`src/rtl/vmask_pkg.sv`:
```
// Shared types and default geometry for the vector-mask popcount / find-first sequencer.
package vmask_pkg;

    typedef enum logic [1:0] {
        IDLE = 2'd0,
        RUN  = 2'd1,
        DONE = 2'd2
    } state_e;

    typedef enum logic {
        CPOP  = 1'b0,
        FIRST = 1'b1
    } mode_e;

    localparam int VMASK_VLEN   = 256;
    localparam int VMASK_LANE_W = 32;

endpackage

```
`src/rtl/popcnt_csa.sv`:
```
// Combinational population count. Operands start as W one-bit values and are
// reduced three-to-two by rows of full adders until two remain. Those two are
// summed by one final carry-propagate adder.
module popcnt_csa #(
    parameter int W = 32,
    localparam int OW = $clog2(W + 1)
) (
    input  logic [W-1:0]  i_bits,
    output logic [OW-1:0] o_cnt
);

    logic [OW-1:0] w_ops [W];
    logic [OW-1:0] w_nxt [W];
    int            w_n;
    int            w_m;

    // Carry-save reduction. w_n tracks the live operand count, which is an
    // elaboration-time constant at every level.
    always_comb begin
        w_ops = '{default: '0};
        w_nxt = '{default: '0};
        w_n   = W;
        w_m   = 0;
        for (int i = 0; i < W; i++) begin
            w_ops[i] = OW'(i_bits[i]);
        end
        for (int lvl = 0; lvl < W; lvl++) begin
            if (w_n > 2) begin
                w_nxt = '{default: '0};
                w_m   = 0;
                for (int j = 0; j < W / 3; j++) begin
                    if (3 * j + 2 < w_n) begin
                        w_nxt[w_m]     = w_ops[3*j] ^ w_ops[3*j+1] ^ w_ops[3*j+2];
                        w_nxt[w_m + 1] = ((w_ops[3*j] & w_ops[3*j+1]) |
                                          (w_ops[3*j] & w_ops[3*j+2]) |
                                          (w_ops[3*j+1] & w_ops[3*j+2])) << 1;
                        w_m = w_m + 2;
                    end
                end
                for (int j = 0; j < 2; j++) begin
                    if ((w_n / 3) * 3 + j < w_n) begin
                        w_nxt[w_m] = w_ops[(w_n / 3) * 3 + j];
                        w_m = w_m + 1;
                    end
                end
                w_ops = w_nxt;
                w_n   = w_m;
            end
        end
        o_cnt = w_ops[0] + w_ops[1];
    end

endmodule

```
`src/rtl/vmask_popc_seq.sv`:
```
// Sequential mask popcount (CPOP) / find-first-set (FIRST), one LANE_W chunk per cycle.
//
// state | meaning
// IDLE  | waiting for a request, start_ready high
// RUN   | walking chunks k = 0,1,.. of the latched mask
// DONE  | result presented until res_ready
module vmask_popc_seq
    import vmask_pkg::*;
#(
    parameter int VLEN   = VMASK_VLEN,
    parameter int LANE_W = VMASK_LANE_W,
    parameter int XLEN   = 32
) (
    input  logic                       clk,
    input  logic                       rst,
    input  logic                       start_valid,
    output logic                       start_ready,
    input  logic                       mode,
    input  logic [VLEN-1:0]            mask_in,
    input  logic [VLEN-1:0]            v0_in,
    input  logic                       use_vm,
    input  logic [$clog2(VLEN+1)-1:0]  vl,
    output logic                       res_valid,
    input  logic                       res_ready,
    output logic [XLEN-1:0]            res_data
);

    localparam int VLW = $clog2(VLEN + 1);
    localparam int NCH = VLEN / LANE_W;
    localparam int KW  = (NCH > 1) ? $clog2(NCH) : 1;
    localparam int LW  = $clog2(LANE_W);
    localparam int CW  = $clog2(LANE_W + 1);

    state_e          r_state;
    state_e          w_state_nxt;
    mode_e           r_mode;
    logic [VLEN-1:0] r_mask;
    logic [VLEN-1:0] r_v0;
    logic            r_use_vm;
    logic [VLW-1:0]  r_vl;
    logic [KW-1:0]   r_k;
    logic [VLW-1:0]  r_acc;
    logic [XLEN-1:0] r_res;

    logic [LANE_W-1:0] w_chunk;
    logic [CW-1:0]     w_cnt;
    logic [LW-1:0]     w_lsb;
    logic              w_any;
    logic              w_last;
    logic              w_run_done;
    logic [XLEN-1:0]   w_run_res;

    // Effective bits of the current chunk: mask, optional v0 enable, and tail beyond vl.
    always_comb begin
        w_chunk = '0;
        for (int b = 0; b < LANE_W; b++) begin
            w_chunk[b] = r_mask[int'(r_k) * LANE_W + b]
                       & (r_use_vm ? r_v0[int'(r_k) * LANE_W + b] : 1'b1)
                       & (VLW'({r_k, LW'(b)}) < r_vl);
        end
    end

    popcnt_csa #(.W(LANE_W)) u_popcnt (
        .i_bits (w_chunk),
        .o_cnt  (w_cnt)
    );

    // Lowest set bit of the chunk; scanning downward lets the lowest index win.
    always_comb begin
        w_lsb = '0;
        for (int i = LANE_W - 1; i >= 0; i--) begin
            if (w_chunk[i]) w_lsb = LW'(i);
        end
    end

    // Chunk holding element vl-1 ends the walk; FIRST may end earlier on a hit.
    always_comb begin
        w_any      = |w_chunk;
        w_last     = ((r_vl - VLW'(1)) >> LW) == VLW'(r_k);
        w_run_done = ((r_mode == FIRST) && w_any) || w_last;
        if (r_mode == CPOP)  w_run_res = XLEN'(r_acc + VLW'(w_cnt));
        else if (w_any)      w_run_res = XLEN'({r_k, w_lsb});
        else                 w_run_res = '1;
    end

    // Next-state decode and handshake outputs.
    always_comb begin
        w_state_nxt = r_state;
        start_ready = (r_state == IDLE);
        res_valid   = (r_state == DONE);
        res_data    = r_res;
        case (r_state)
            IDLE: if (start_valid) w_state_nxt = (vl == '0) ? DONE : RUN;
            RUN:  if (w_run_done)  w_state_nxt = DONE;
            DONE: if (res_ready)   w_state_nxt = IDLE;
            default:               w_state_nxt = IDLE;
        endcase
    end

    // State register.
    always_ff @(posedge clk or posedge rst) begin
        if (rst) r_state <= IDLE;
        else     r_state <= w_state_nxt;
    end

    // Operand latch, chunk walk and result register; r_res is zero outside DONE.
    always_ff @(posedge clk or posedge rst) begin
        if (rst) begin
            r_mode   <= CPOP;
            r_mask   <= '0;
            r_v0     <= '0;
            r_use_vm <= 1'b0;
            r_vl     <= '0;
            r_k      <= '0;
            r_acc    <= '0;
            r_res    <= '0;
        end else begin
            case (r_state)
                IDLE: if (start_valid) begin
                    r_mode   <= mode_e'(mode);
                    r_mask   <= mask_in;
                    r_v0     <= v0_in;
                    r_use_vm <= use_vm;
                    r_vl     <= vl;
                    r_k      <= '0;
                    r_acc    <= '0;
                    r_res    <= ((vl == '0) && mode) ? '1 : '0;
                end
                RUN: begin
                    r_k   <= r_k + KW'(1);
                    r_acc <= r_acc + VLW'(w_cnt);
                    if (w_run_done) r_res <= w_run_res;
                end
                DONE: if (res_ready) r_res <= '0;
                default: ;
            endcase
        end
    end

endmodule

```
`config.mk`:
```
export PLATFORM = sky130hd
export DESIGN_NAME = vmask_popc_seq
export DESIGN_NICKNAME = d
export VERILOG_FILES = /design/src/rtl/vmask_pkg.sv /design/src/rtl/popcnt_csa.sv /design/src/rtl/vmask_popc_seq.sv
export SDC_FILE = /design/constraint.sdc
export NUM_CORES = 2
export LEC_CHECK = 0
export ABC_AREA = 1
export CORE_MARGIN = 2
export CORE_UTILIZATION = 34
export DETAILED_ROUTE_END_ITERATION = 6
export PLACE_DENSITY = 0.56
export RECOVER_POWER = 100
export SYNTH_ARGS = -nofsm -noshare
export SYNTH_HDL_FRONTEND = slang
export SYNTH_SLANG_ARGS = --single-unit
```
`constraint.sdc`:
```
create_clock -name clk -period 20.2 [get_ports clk]
set_input_delay 5.05 -clock clk [delete_from_list [all_inputs] [get_ports clk]]
set_output_delay 5.05 -clock clk [all_outputs]
set_load 0.01 [all_outputs]
```
==> run_results.csv <==
group,metric,value,unit
outcome,status,"finished with violations",
outcome,violations,"capacitance limit, slew limit",
synthesis,syn_area,27770,um2
critical_path,worst-setup-path-type,"flop to flop",
cts,cts-hold-fix-buffers,0,
place,dp.cells,5054,
layout,layoutNonFillerInstCount,5170,
critical_path,worst-r2r-setup-slack,6.58,ns
cts,cts_root_buf,"clkbuf_16",
critical_path,cp-start-kind,"flop",
floorplanning,die_area,83980,um2
global_route,antenna_found_initial,12,
global_route,grt_max_degree,208,
critical_path,cpPeakStageDelay,2.60,ns
sta,skew,0.02110,ns
global_route,grt_overflow,0,
synthesis,ys_seq_elements,548,
sta,timing.fmax,73.40,MHz
critical_path,critical_path_arrival,14.11,ns
route,vias_per_cell,4.918,
route,drt_wl_total,104900,um
critical_path,cp.required,20.69,ns
route,drc_errors,0,
cts,cts.clk_slew.worst_paths,0.06,ns
cts,cts.sink_count,548,
floorplanning,std_cell_rows,104,
synthesis,yosysSeqAreaShare,0.4938,
sta,tightest_slew,9.053,ns
min_path,hold_class,"flop to flop",
route,drt-met1-wl,47300,um
route,vias,25420,
critical_path,rr_worst_depth,32,
layout,drive_above_1_share,0.03896,
layout,nets,4658,
synthesis,synth_cell_types,49,
global_route,grt_pass1_wl,157300,um
critical_path,cpMostUsedCell,"fa_1",
route,dr.pass1.iters,7,
cts,postCtsSetupRepairBufs,0,
route,wire_per_inst,20.29,um
floorplanning,die_h,289.8,um
cts,insertion_delay,0.63,ns
floorplanning,fp.dieW,289.8,um
sta,holdWs,0.4724,ns
synthesis,syn-num-nets,4249,
place,globalplace.congestion,0.8863,
cts,cts_buffers,61,
critical_path,cp-end-kind,"flop",
critical_path,reg2reg_from,"r_k[0]$_DFFE_PP0P_",
global_route,grt_pass1_vias,25580,
floorplanning,fp.coreArea,80680,um2
job,cap_violations,7,
cts,cts_max_level,2,
sta,slew_viol_final,728,
sta,finalSetupTns,0,ns
synthesis,ys.warnings.count,0,
critical_path,critPathSlowestCell,"clkbuf_1",
synthesis,synth_flop_cell,"dfrtp_1",
cts,clk_path_buf_depth,3,
sta,grt_setup_unrepaired,"no",
route,wl_met2,49290,um
min_path,hold_path_depth,2,
synthesis,syn_inst,3648,
route,drt_iter0_drc,2225,
floorplanning,pin_count,561,
route,dr.max_layer_used,"met5",
route,wl_met3,6044,um
sta,timing.final.crit_share,0.6744,
place,place_hpwl,73800,um
critical_path,regToRegEndpoint,"res_data[8]$_DFFE_PP0P_",
layout,syn_to_final_growth,29.07,%
synthesis,synth_area_per_cell,7.612,um2
floorplanning,start_util,0.3442,
global_route,gr-usage-all-layers,0.2460,
synthesis,synth_edf_count,0,
sta,min_period,13.62,ns
sta,finalSetupViolCount,0,
critical_path,crit_path_start,"r_k[0]$_DFFE_PP0P_",
cts,ctsResizeCount,0,
route,antenna_left,0,
synthesis,ys_async_sr_fraction,1.000,
place,placement.io_buffers,560,
critical_path,endpoint,"res_data[8]$_DFFE_PP0P_",
sta,slew_headroom,-5.035,
cts,cts_tree,"built",
sta,finalHoldViolCount,0,
critical_path,cp_max_fo,86,
[routing by layer]
metal  GRT usage  vias up
met5           0        -
met4     0.05705       12
met3     0.04294      122
met2      0.4007      707
met1      0.3417    12230
li1            -    12360
[cell usage after synthesis (all sizes together) (2+ instances only)]
cell	number	area (um2)
a211oi	2	15.01
a21oi	111	563.0
a221oi	14	128.9
a22oi	7	72.57
a311oi	2	17.52
a31oi	12	75.07
a32o	10	100.1
buf	112	754.5
clkbuf	130	488.0
dfrtp	548	13710
fa	26	520.5
ha	48	600.6
inv	161	604.3
nand2	1800	6756
nand3	155	775.7
nand4	4	25.02
nor2	169	649.4
nor3	10	55.05
nor4	3	18.77
o2111ai	4	41.29
o211ai	4	30.03
o21ai	243	1216
o21bai	2	15.01
o221ai	9	85.08
o22ai	42	262.8
o31ai	3	36.28
xor2	8	70.07
[worst max-delay path, delay by kind of cell, from the launching register on]
kind                       cells  cell delay (ns)
buffers and inverters          8             6.05
xor gates and xnor gates       1             0.19
AOI/OAI and AO/OA              7             1.60
adders and majority gates     11             4.55
and+or+nand+nor                5             0.56
DFF                            1             0.46
[final cells by class]
| class | count | area (um2) |
|---|---|---|
| inverters | 161 | 623.1 |
| fillers | 8169 | 44840 |
| multi-input cells | 2697 | 12200 |
| flip-flops and latches | 548 | 13730 |
| diodes | 3 | 7.507 |
| repair buffers | 588 | 5818 |
| clock buffers | 93 | 1897 |
| clock inverters | 20 | 241.5 |
| well taps | 1060 | 1326 |
[how the worst min path moves through the flow]
stage / from / end / slack [ns]
after global routing: r_v0[74]$_DFFE_PP0P_ / r_v0[74]$_DFFE_PP0P_ / 0.49
after CTS: r_mask[13]$_DFFE_PP0P_ / r_mask[13]$_DFFE_PP0P_ / 0.48
after global placement: r_mask[214]$_DFFE_PP0P_ / r_mask[214]$_DFFE_PP0P_ / 0.46
after detailed placement: r_mask[65]$_DFFE_PP0P_ / r_mask[65]$_DFFE_PP0P_ / 0.46
after floorplan: r_mask[116]$_DFFE_PP0P_ / r_mask[116]$_DFFE_PP0P_ / 0.44
final: r_mask[175]$_DFFE_PP0P_ / r_mask[175]$_DFFE_PP0P_ / 0.47
[flip-flops by register name, summed over array words and instances (netlist names)]
signal and cells:
r_acc 9, r_k 3, r_mask 256, r_mode 1, r_state 2, r_use_vm 1
r_v0 256, r_vl 9, res_data 11
[stage by stage]
| step | utilization | worst slack (ns) | cell area, um2 |
|---|---|---|---|
| finish | 0.4442 | 6.576 | 35840 |
| global route | 0.4442 | 5.005 | 35840 |
| CTS | 0.4449 | 10.39 | 35890 |
| detailed placement | 0.4183 | 10.40 | 33750 |
| global placement | 0.4183 | 10.52 | 33750 |
| floorplan | - | 7.694 | 27770 |
[kinds of logic (layout without fill, tap and decap cells)]
group                    count (synthesis)  after routing  share of synthesized area
flip-flops                             548            548                     0.4938
adder cells (fa/ha/maj)                 74             74                    0.04037
XOR/XNOR                                 9              9                   0.002839
other                                    0              3                          0
buffers and inverters                  403            862                    0.06650
AO/OA/AOI/OAI                          470            470                    0.09741
AND/OR/NAND/NOR                       2143           2143                     0.2987
multiplexers                             1              1                  0.0003605
[layout by cell type (no fill, tap or decap), drive strengths merged, types with 26 or more instances in the layout]
cell type	n
ha	48
fa	26
dfrtp	548
a21oi	111
o21ai	243
inv	160
clkdlybuf4s50	524
dlygate4sd3	36
nand3	155
nor2	169
clkbuf	99
o22ai	42
nand2	1800
Power is not shown: default switching activity piles up to over one toggle a cycle in this logic, so the estimate is an artifact.
